### config.mk
export PLATFORM = sky130hd
export DESIGN_NAME = cache_refill_sequencer
export DESIGN_NICKNAME = d
export VERILOG_FILES = /design/src/rtl/cache_refill_sequencer.sv
export SDC_FILE = /design/constraint.sdc
export NUM_CORES = 1
export LEC_CHECK = 0
export CAP_MARGIN = 0
export CORE_AREA = 2 2 455 457
export DETAILED_ROUTE_END_ITERATION = 12
export DIE_AREA = 0 0 457 459
export SLEW_MARGIN = 0
export SYNTH_ARGS = -nofsm -noshare
export SYNTH_HDL_FRONTEND = slang
export SYNTH_SLANG_ARGS = --single-unit
### constraint.sdc
create_clock -name clk -period 37.9 [get_ports clk]
set_input_delay 3.79 -clock clk [delete_from_list [all_inputs] [get_ports clk]]
set_output_delay 3.79 -clock clk [all_outputs]
set_load 0.005 [all_outputs]
### src/rtl/cache_refill_sequencer.sv
// Miss-service sequencer: optional dirty-victim write-back, then block fetch.
// Ports: missValid/missReady handshake with miss and victim info in;
//   memReq/memWrite/memAddress/writeBackData out, memAck/memReadData in;
//   fetchedData/fetchAddress with refillValid/refillError strobes; busy.
module cache_refill_sequencer #(
   parameter int BLOCK_SIZE    = 32,
   parameter int ADDRESS_WIDTH = 32,
   parameter int COUNTER_WIDTH = 8,
   parameter int MAX_WAIT      = 200
) (
   input  logic                     clk,
   input  logic                     reset,
   input  logic                     missValid,
   output logic                     missReady,
   input  logic [ADDRESS_WIDTH-1:0] missAddress,
   input  logic                     victimDirty,
   input  logic [ADDRESS_WIDTH-1:0] victimAddress,
   input  logic [8*BLOCK_SIZE-1:0]  victimData,
   output logic                     memReq,
   output logic                     memWrite,
   output logic [ADDRESS_WIDTH-1:0] memAddress,
   output logic [8*BLOCK_SIZE-1:0]  writeBackData,
   input  logic                     memAck,
   input  logic [8*BLOCK_SIZE-1:0]  memReadData,
   output logic [8*BLOCK_SIZE-1:0]  fetchedData,
   output logic [ADDRESS_WIDTH-1:0] fetchAddress,
   output logic                     refillValid,
   output logic                     refillError,
   output logic                     busy
);

   localparam int LINE_W = 8 * BLOCK_SIZE;

   // Clears the byte-offset bits to get a block base address.
   localparam logic [ADDRESS_WIDTH-1:0] ALIGN_MASK =
      ~(ADDRESS_WIDTH'(BLOCK_SIZE - 1));

   localparam logic [COUNTER_WIDTH-1:0] CNT_MAX = COUNTER_WIDTH'(MAX_WAIT);
   localparam logic [COUNTER_WIDTH-1:0] CNT_SAT = '1;
   localparam logic [COUNTER_WIDTH-1:0] CNT_ONE = COUNTER_WIDTH'(1);

   typedef enum logic [2:0] {
      IDLE,
      WB_REQ,
      FETCH_REQ,
      RESPOND,
      ERROR
   } state_t;

   state_t                   state_q, state_d;
   logic [COUNTER_WIDTH-1:0] cnt_q, cnt_d;
   logic [COUNTER_WIDTH-1:0] cnt_inc;
   logic                     timeout;
   logic [ADDRESS_WIDTH-1:0] miss_addr_q, miss_addr_d;
   logic [ADDRESS_WIDTH-1:0] vic_addr_q, vic_addr_d;
   logic [LINE_W-1:0]        vic_data_q, vic_data_d;
   logic [LINE_W-1:0]        fetched_data_q, fetched_data_d;
   logic [ADDRESS_WIDTH-1:0] fetch_addr_q, fetch_addr_d;
   logic [ADDRESS_WIDTH-1:0] mem_addr_q, mem_addr_d;
   logic                     mem_req_q, mem_req_d;
   logic                     mem_write_q, mem_write_d;
   logic                     refill_valid_q, refill_valid_d;
   logic                     refill_error_q, refill_error_d;
   logic                     miss_ready_q, miss_ready_d;

   always_comb begin
      state_d        = state_q;
      cnt_d          = cnt_q;
      miss_addr_d    = miss_addr_q;
      vic_addr_d     = vic_addr_q;
      vic_data_d     = vic_data_q;
      fetched_data_d = fetched_data_q;
      fetch_addr_d   = fetch_addr_q;

      // Saturating increment; an ack in the limit cycle still wins.
      cnt_inc = (cnt_q == CNT_SAT) ? cnt_q : cnt_q + CNT_ONE;
      timeout = !memAck && (cnt_inc >= CNT_MAX);

      unique case (state_q)
         IDLE: begin
            if (missValid) begin
               miss_addr_d = missAddress & ALIGN_MASK;
               vic_addr_d  = victimAddress & ALIGN_MASK;
               vic_data_d  = victimData;
               cnt_d       = '0;
               state_d     = victimDirty ? WB_REQ : FETCH_REQ;
            end
         end
         WB_REQ: begin
            if (memAck) begin
               cnt_d   = '0;
               state_d = FETCH_REQ;
            end else begin
               cnt_d = cnt_inc;
               if (timeout) state_d = ERROR;
            end
         end
         FETCH_REQ: begin
            if (memAck) begin
               fetched_data_d = memReadData;
               fetch_addr_d   = miss_addr_q;
               cnt_d          = '0;
               state_d        = RESPOND;
            end else begin
               cnt_d = cnt_inc;
               if (timeout) state_d = ERROR;
            end
         end
         RESPOND: state_d = IDLE;
         ERROR:   state_d = IDLE;
         default: state_d = IDLE;
      endcase

      // Outputs are decoded from the next state so they leave a flop.
      mem_req_d      = (state_d == WB_REQ) || (state_d == FETCH_REQ);
      mem_write_d    = (state_d == WB_REQ);
      mem_addr_d     = (state_d == WB_REQ)    ? vic_addr_d  :
                       (state_d == FETCH_REQ) ? miss_addr_d : '0;
      refill_valid_d = (state_d == RESPOND);
      refill_error_d = (state_d == ERROR);
      miss_ready_d   = (state_d == IDLE);
   end

   always_ff @(posedge clk or posedge reset) begin
      if (reset) begin
         state_q        <= IDLE;
         cnt_q          <= '0;
         miss_addr_q    <= '0;
         vic_addr_q     <= '0;
         vic_data_q     <= '0;
         fetched_data_q <= '0;
         fetch_addr_q   <= '0;
         mem_addr_q     <= '0;
         mem_req_q      <= 1'b0;
         mem_write_q    <= 1'b0;
         refill_valid_q <= 1'b0;
         refill_error_q <= 1'b0;
         miss_ready_q   <= 1'b1;
      end else begin
         state_q        <= state_d;
         cnt_q          <= cnt_d;
         miss_addr_q    <= miss_addr_d;
         vic_addr_q     <= vic_addr_d;
         vic_data_q     <= vic_data_d;
         fetched_data_q <= fetched_data_d;
         fetch_addr_q   <= fetch_addr_d;
         mem_addr_q     <= mem_addr_d;
         mem_req_q      <= mem_req_d;
         mem_write_q    <= mem_write_d;
         refill_valid_q <= refill_valid_d;
         refill_error_q <= refill_error_d;
         miss_ready_q   <= miss_ready_d;
      end
   end

   assign missReady     = miss_ready_q;
   assign busy          = ~miss_ready_q;
   assign memReq        = mem_req_q;
   assign memWrite      = mem_write_q;
   assign memAddress    = mem_addr_q;
   assign writeBackData = vic_data_q;
   assign fetchedData   = fetched_data_q;
   assign fetchAddress  = fetch_addr_q;
   assign refillValid   = refill_valid_q;
   assign refillError   = refill_error_q;

endmodule

==> run metrics, run 1 <==
status finished, final reports clean; Post-CTS Resized 0; Synth top area share 65.7%; Routed WL per cell 20.7 µm; max_cap viols 0; Clock Skew 23.3 ps; port bufs 1152; prevailing post-synth register cell dfrtp_1; area delta synth->final 69.6%; Final GP Congestion 0.873; flop2flop setup slack 34240 ps; highest clock rate 143 MHz; Vert. Die Dim 459 µm; max-slew violation count 0; period utilization 18.4%; Crit-path slowest cell buf_4; Core Box Area 206000 µm²; drt first pass iters 5; RSZ-0062 raised after global routing no; chain of cells forming the critical path clkdlybuf4s50_1, inv_8, buf_4, buf_4, buf_4, buf_4; H-tree Lvls 3; synth warn 0; cts hold-fix bufs 0; Post-synth EDFFs 0; via/cell ratio 3.37; power per cell area 81.1 nW/µm²; Tightest Hold Check Type reg -> reg; reg2reg start state_q[0]; critical path peak fanout 104; Reg area 16400 µm²; Post-synth top cells nand2_1, dfrtp_1, mux2_2, and2_1, inv_1; Crit. End Element async pin; hold wc startpoint writeBackData[213]; Initial Util 12.1%; Die Width 457 µm; syn_nets 2754; Remaining DRCs 0; cts bufs inserted 80; sequential area share after synthesis 65.8%; DR top layer met5; R2R Path End fetchedData[49]; mapped cell area 25000 µm²; Via Count 20566; TritonCTS clock tree done; Max stage delay on crit path 810 ps; max_slew headroom 31.3%; met2 WL 59900 µm; WS Path Type in -> async; Final WS setup 30930 ps; Layout Nets 3897; area taken by multi-input logic gates 7790 µm²; LEAKAGE 18.2 nW; Worst-path clk slew 60 ps; Worst path depth 6; global route overflow 0; M1 WL 43900 µm; post-route ant nets 0; met3 WL 17400 µm; Setup crit end fetchedData[22]; CP arrival 7720 ps; fin crit period 6970 ps; Routed WL 126000 µm; Root Driver clkbuf_16; cell taking the most area after synthesis dfrtp_1; DP Worst Slack 29920 ps; global-route wire length before repair 169000 µm; FFs w/ async S/R, synth 100%; Setup crit start reset; CP dominant cell by count buf_4; Rows 167; CTS sink cnt 656; DP HPWL 101000 µm; share of cells above drive strength 1 14.0%; post-synthesis area per instance 11.5 µm²; largest net degree at the start of global routing 176; Top Ports 1163; Buf+Inv Stages, Crit Path 6; count of cell types in the netlist 46; Tot GR Track Use 11.6%; flops & latches, synth 656; Die ar. 210000 µm²; CP required 38650 ps; Worst Setup Start Kind primary input; top area cells in the synthesized netlist dfrtp_1, nand2_1, mux2_2; count leader, synth nand2_1; fillers 22367; Tightest Pin Transition 1030 ps; worst skew pair latency 710 ps; Post-CTS Setup Bufs 0; Post-Synthesis Cells 2172; vias in the first global route 21131; CP top delay family buffers and inverters; setup tns final 0 ps; initial antenna violation count 55; First DRT Iteration DRCs 1437; VDD IR max 0.0462 mV; Fin. Hold Viols 0; reg2reg path depth 5; final setup violation count 0; clk buf depth 3
placed cells by master (no fill, tap or decap), types with 8 or more instances in the layout:
cell type and count:
mux2_2 288, o22ai_2 20, clkbuf_1 14, clkbuf_8 20
diode_2 14, nand2_1 894, inv_1 57, and2_1 65
clkinv_2 14, buf_4 19, dfrtp_1 655, o22ai_1 8
clkdlybuf4s50_1 1152, a21oi_1 11, nor2_1 9, clkbuf_16 80
o21ai_0 9
per-layer routing:
layer / vias to the layer above / global-route usage [%]
met5: - / 0
li1: 9251 / -
met3: 220 / 6.43
met2: 1123 / 19.1
met1: 9964 / 12.1
met4: 8 / 5.09
state kept, by name (all words and copies together), names as in the netlist, 3 cells and up:
| register | count |
|---|---|
| cnt_q | 8 |
| fetchAddress | 32 |
| fetchedData | 256 |
| memAddress | 32 |
| miss_addr_q | 32 |
| state_q | 3 |
| vic_addr_q | 32 |
| writeBackData | 256 |
how the worst min path moves through the flow:
stage	to	depth (start not counted)
after floorplan	memAddress[0]	2
final	writeBackData[213]	2
after global placement	writeBackData[107]	2
after CTS	writeBackData[203]	2
after detailed placement	writeBackData[215]	2
after global routing	writeBackData[26]	2
stage by stage:
step	power [W]	hold slack (ps)	util [%]	cell area (µm²)	instances
2_1_floorplan	0.00171	442	-	25000	2172
3_3_place_gp	0.00266	460	19.2	39500	5937
3_5_place_dp	0.00268	461	19.2	39500	5937
4_1_cts	0.00351	476	20.6	42300	6081
5_1_grt	0.00366	488	20.6	42300	6090
6_report	0.00343	471	20.6	42300	6095
final cells by class:
class	count	share of cell area (%)
sequential	656	38.8
timing repair buffer	1173	27.7
multi-input combinational	1345	18.4
tap	2704	8.00
clock buffer	114	5.51
clock inverter	30	0.979
inverter	59	0.541
antenna	14	0.0828
worst reg2reg max path: stages, from the launching register on:
cell,delay (ps)
dfrtp_1,490
nor3_2,330
buf_12,530
buf_4,810
buf_4,820
mux2_2,550
power by group:
group | total [W] | internal [W] | switching (W)
combinational | 0.00142 | 0.000792 | 0.000632
sequential | 0.00122 | 0.00102 | 0.000191
clock | 0.000793 | 0.000460 | 0.000333
total | 0.00343 | 0.00228 | 0.00116
cell families (layout without fill, tap and decap cells):
kind of cell	Yosys count	in the layout	share of synthesized area (%)
AO/OA/AOI/OAI	62	62	2.13
XOR/XNOR	1	1	0.0351
adder cells (fa/ha/maj)	1	1	0.0501
buffers and inverters	171	1376	3.03
flip-flops	656	656	65.8
multiplexers	288	288	13.0
other	0	14	0
AND/OR/NAND/NOR	993	993	16.0
No activity file was read; power rests on OpenSTA's default activity.
==> inputs of run 2 (changes only) <==
--- a/config.mk
+++ b/config.mk
@@ -6,9 +6,9 @@
 export NUM_CORES = 1
 export LEC_CHECK = 0
 export CAP_MARGIN = 0
-export CORE_AREA = 2 2 455 457
+export CORE_AREA = 2 2 459 461
 export DETAILED_ROUTE_END_ITERATION = 12
-export DIE_AREA = 0 0 457 459
+export DIE_AREA = 0 0 461 463
 export SLEW_MARGIN = 0
 export SYNTH_ARGS = -nofsm -noshare
 export SYNTH_HDL_FRONTEND = slang
==> constraint.sdc (replaced) <==
create_clock -name clk -period 6.3 [get_ports clk]
set_input_delay 0.63 -clock clk [delete_from_list [all_inputs] [get_ports clk]]
set_output_delay 0.63 -clock clk [all_outputs]
set_load 0.005 [all_outputs]
==> run metrics, run 2 (same netlist as run 1, synthesis figures left out) <==
Tightest Hold Check Type in -> async (was reg -> reg); Final WS setup 3320 ps (was 30930 ps); met2 WL 58700 µm (was 59900 µm); power per cell area 484 nW/µm² (was 81.1 nW/µm²); Routed WL 121000 µm (was 126000 µm); status finished, final reports clean (unchanged); global-route wire length before repair 164000 µm (was 169000 µm); period utilization 47.3%; Top Ports 1163 (unchanged); Layout Nets 3902 (was 3897); Tot GR Track Use 10.9% (was 11.6%); Reg area 16400 µm² (unchanged); reg2reg path depth 6 (was 5); Vert. Die Dim 463 µm (was 459 µm); Remaining DRCs 0 (unchanged); share of cells above drive strength 1 14.1% (was 14.0%); Worst-path clk slew 60 ps (about the same); global route overflow 0 (unchanged); R2R Path End memAddress[31] (was fetchedData[49]); RSZ-0062 raised after global routing no (unchanged); highest clock rate 335 MHz; DP HPWL 96400 µm (was 101000 µm); Die Width 461 µm (was 457 µm); Placed Instance Area 39800 µm² (was 39500 µm²); final instance area 42600 µm² (was 42300 µm²); total chip power 0.0206 W (was 0.00343 W); fin crit period 2980 ps; Initial Util 12.0% (was 12.1%); area taken by multi-input logic gates 7790 µm² (unchanged); cts bufs inserted 80 (unchanged); DP Worst Slack 2680 ps (was 29920 ps); H-tree Lvls 3 (unchanged); via/cell ratio 3.32 (was 3.37); TritonCTS clock tree done (unchanged); Crit. End Element flop (was async pin); LEAKAGE 18.3 nW (was 18.2 nW); drt first pass iters 5 (unchanged); Post-CTS Resized 0 (unchanged); leading cell type in the layout, fill and taps excluded clkdlybuf4s50_1 (unchanged); M1 WL 44000 µm (was 43900 µm); First DRT Iteration DRCs 1018 (was 1437); commonest cells after routing, fill and taps aside clkdlybuf4s50_1, nand2_1, dfrtp_1, mux2_2, clkbuf_16 (unchanged); Clock Skew 43.0 ps (was 23.3 ps); Setup crit start state_q[0] (was reset); max-slew violation count 0 (unchanged); met3 WL 12500 µm (was 17400 µm); worst skew pair latency 700 ps (was 710 ps); Tightest Pin Transition 1020 ps (was 1030 ps); Rows 168 (was 167); CP arrival 3600 ps (was 7720 ps); CP required 6910 ps (was 38650 ps); cts hold-fix bufs 0 (unchanged); max_cap viols 0 (unchanged); Via Count 20559 (was 20566); vias in the first global route 20919 (was 21131); area delta synth->final 70.6% (was 69.6%); Final GP Congestion 0.948 (was 0.873); DR top layer met5 (unchanged); max_slew headroom 31.8% (was 31.3%); flop2flop setup slack 3320 ps (was 34240 ps); Post-CTS Setup Bufs 0 (unchanged); Setup crit end memAddress[31] (was fetchedData[22]); final setup violation count 0 (unchanged); initial antenna violation count 37 (was 55); Core Box Area 209000 µm² (was 206000 µm²); Util after Layout 20.4% (was 20.6%); Worst Setup Start Kind flop (was primary input); fillers 22817 (was 22367); critical path peak fanout 48 (was 104); clk buf depth 3 (unchanged); reg2reg start state_q[0] (unchanged); VDD IR max 0.280 mV (was 0.0462 mV); CTS sink cnt 656 (unchanged); Die ar. 213000 µm² (was 210000 µm²); post-route ant nets 0 (unchanged); port bufs 1152 (unchanged); WS Path Type reg -> reg (was in -> async); Fin. Hold Viols 0 (unchanged); largest net degree at the start of global routing 148 (was 176); Routed WL per cell 19.6 µm (was 20.7 µm); Root Driver clkbuf_16 (unchanged)
==> run 2: cell types whose count changed in the layout (fill, tap and decap cells not counted) <==
cell / before / now
diode_2: 14 / 6
buf_12: 2 / 10
clkbuf_8: 20 / 17
clkinvlp_4: 2 / 3
clkinv_8: 2 / 1
clkinv_16: 5 / 4
clkinv_4: 2 / 3
buf_4: 19 / 16
bufinv_16: 4 / 5
clkbuf_1: 14 / 15
inv_16: 0 / 2
==> run 2: critical path, stage by stage (launching register included) <==
cell,delay [ps]
dfrtp_1,500
or4b_4,870
nor2_4,200
nor3_2,70
a31oi_4,360
nand3_4,530
o22ai_1,350
==> run 2: cell type report <==
class | count | area share, %
antenna | 6 | 0.0353
clock buffer | 112 | 5.39
clock inverter | 33 | 1.08
inverter | 59 | 0.529
multi-input combinational | 1345 | 18.3
sequential | 656 | 38.6
tap | 2805 | 8.25
timing repair buffer | 1178 | 27.8
==> run 2: report_power, final <==
part	internal, W	switching (W)	leakage (nW)
logic	0.00479	0.00363	8.85
registers	0.00616	0.00122	8.07
clock network	0.00279	0.00201	1.35
total	0.0137	0.00686	18.3
==> run 2: through the flow <==
stage,hold slack (ps),TNS (ps),cells
floorplan,442,-2159450,2172
global placement,459,0,6043
detailed placement,461,0,6043
CTS,279,0,6188
global route,308,0,6193
finish,351,0,6194
==> run 2: metal layers <==
| layer | track usage (%) | vias to the layer above |
|---|---|---|
| li1 | - | 9228 |
| met1 | 11.6 | 10066 |
| met2 | 18.7 | 1047 |
| met3 | 4.58 | 210 |
| met4 | 5.08 | 8 |
| met5 | 0 | - |
==> run 2: how the worst min path moves through the flow <==
stage                            start                 end
CTS                              reset    writeBackData[0]
finish                           reset    writeBackData[0]
detailed placement  writeBackData[173]  writeBackData[173]
global route                     reset   writeBackData[21]
global placement     writeBackData[68]   writeBackData[68]
floorplan                vic_addr_q[0]       memAddress[0]
==> inputs of run 3 (changes only) <==
==> constraint.sdc (replaced) <==
create_clock -name clk -period 2.63 [get_ports clk]
set_input_delay 0.263 -clock clk [delete_from_list [all_inputs] [get_ports clk]]
set_output_delay 0.263 -clock clk [all_outputs]
set_load 0.005 [all_outputs]
==> run metrics, run 3 (same netlist as run 1, synthesis figures left out) <==
reg2reg path depth 8 (was 6); post-route ant nets 0 (unchanged); Top Ports 1163 (unchanged); hold wc startpoint victimData[87]; DP HPWL 101000 µm (was 96400 µm); fin crit period 2430 ps (was 2980 ps); Routed WL per cell 19.7 µm (was 19.6 µm); Cells after DPL 6121 (was 6043); Placed Instance Area 40600 µm² (was 39800 µm²); Die Width 461 µm (unchanged); Post-CTS Setup Bufs 0 (unchanged); leading cell type in the layout, fill and taps excluded clkdlybuf4s50_1 (unchanged); Layout Nets 4052 (was 3902); Tightest Pin Transition 1060 ps (was 1020 ps); flop2flop setup slack 200 ps (was 3320 ps); R2R Path End memAddress[22] (was memAddress[31]); Tightest Hold Check Type in -> reg (was in -> async); Die ar. 213000 µm² (unchanged); Max stage delay on crit path 410 ps (was 870 ps); drt first pass iters 5 (unchanged); WS Path Type reg -> reg (unchanged); max_cap viols 0 (unchanged); VDD IR max 0.741 mV (was 0.280 mV); Final GP Congestion 0.931 (was 0.948); reg2reg start cnt_q[0] (was state_q[0]); commonest cells after routing, fill and taps aside clkdlybuf4s50_1, nand2_1, dfrtp_1, mux2_2, clkbuf_16 (unchanged); status finished, final reports clean (unchanged); Worst Setup Start Kind flop (unchanged); Remaining DRCs 0 (unchanged); period utilization 92.6% (was 47.3%); Tot GR Track Use 11.3% (was 10.9%); worst hold slack 95.9 ps (was 351 ps); max-slew violation count 0 (unchanged); share of cells above drive strength 1 15.9% (was 14.1%); Crit-path slowest cell dfrtp_1 (was or4b_4); clk buf depth 3 (unchanged); hold depth 3; cts bufs inserted 82 (was 80); final instance area 44100 µm² (was 42600 µm²); global route overflow 0 (unchanged); Vert. Die Dim 463 µm (unchanged); highest clock rate 411 MHz (was 335 MHz); Clock Skew 29.0 ps (was 43.0 ps); final setup violation count 0 (unchanged); Initial Util 12.0% (unchanged); area delta synth->final 76.8% (was 70.6%); Root Driver clkbuf_16 (unchanged); TritonCTS clock tree done (unchanged); port bufs 1152 (unchanged); max_slew headroom 29.6% (was 31.8%); Worst-path clk slew 60 ps (about the same); LEAKAGE 19.0 nW (was 18.3 nW); largest net degree at the start of global routing 142 (was 148); fillers 22688 (was 22817); Worst Hold End writeBackData[87]; First DRT Iteration DRCs 921 (was 1018); vias in the first global route 22137 (was 20919); initial antenna violation count 18 (was 37); RSZ-0062 raised after global routing no (unchanged); CP required 3190 ps (was 6910 ps); CTS sink cnt 656 (unchanged); Core Box Area 209000 µm² (unchanged); power per cell area 1150 nW/µm² (was 484 nW/µm²); Finished Layout Cells 6351 (was 6194); Routed WL 125000 µm (was 121000 µm); chain of cells forming the critical path ha_1, and4_1, a22o_1, a311oi_1, a21o_1, a21o_4, buf_12, o22ai_2 (was or4b_4, nor2_4, nor3_2, a31oi_4, nand3_4, o22ai_1); Crit. End Element flop (unchanged); Rows 168 (unchanged); Fin. Hold Viols 0 (unchanged); H-tree Lvls 3 (unchanged); worst skew pair latency 720 ps (was 700 ps); critical path peak fanout 22 (was 48); via/cell ratio 3.29 (was 3.32); global-route wire length before repair 170000 µm (was 164000 µm); Via Count 20889 (was 20559); CP arrival 2990 ps (was 3600 ps); Util after Layout 21.2% (was 20.4%)
## run 3: cell type report
cell class	instances	area [µm²]	area share, %
clock buffer	119	2410	5.47
multi-input combinational	1345	7790	17.7
antenna	8	20.0	0.0454
inverter	59	225	0.510
sequential	656	16400	37.2
tap	2805	3510	7.95
clock inverter	33	377	0.854
timing repair buffer	1326	13400	30.3
## run 3: layer usage
| layer | vias up | global-route usage (%) | routed length [µm] | share of wire, % |
|---|---|---|---|---|
| li1 | 9549 | - | - | - |
| met2 | 943 | 19.9 | 61700 | 49 |
| met5 | - | 0 | 36 | 0.029 |
| met4 | 6 | 4.89 | 5340 | 4.3 |
| met1 | 10231 | 11.5 | 43900 | 35 |
| met3 | 160 | 5.07 | 13800 | 11 |
## run 3: worst max path at each step
stage / startpoint / to / cells after the start
4_1_cts: cnt_q[0] / memAddress[22] / 8
6_report: cnt_q[0] / memAddress[22] / 8
5_1_grt: cnt_q[0] / memAddress[16] / 8
3_3_place_gp: missValid / writeBackData[110] / 7
3_5_place_dp: missValid / writeBackData[161] / 7
2_1_floorplan: reset / cnt_q[0] / 1
## run 3: critical path, delay by kind of cell (launching register included)
family	cells	cell delay [ps]
adders and majority gates	1	260
DFF	1	410
AOI/OAI and AO/OA	5	1170
and+or+nand+nor	1	210
buffers and inverters	1	220
## run 3: what timing repair did
action / CTS / global route
hold buffers: 70 / 0
hold endpoints to repair: 73 / 0
gates resized for setup: 0 / 0
setup endpoints to repair: 0 / 0
## run 3: through the flow
stage | setup slack, ps | total power, W | setup TNS (ps)
detailed placement | 159 | 0.0397 | 0
finish | 195 | 0.0507 | 0
CTS | 188 | 0.0520 | 0
floorplan | -6600 | 0.0247 | -4326220
global route | 54.2 | 0.0541 | 0
global placement | 151 | 0.0394 | 0
## run 3: where the power goes
part	internal, W	leakage (nW)	switching [W]
Clock	0.00675	1.36	0.00493
Combinational	0.0121	9.60	0.00933
Sequential	0.0148	8.07	0.00283
Total	0.0336	19.0	0.0171
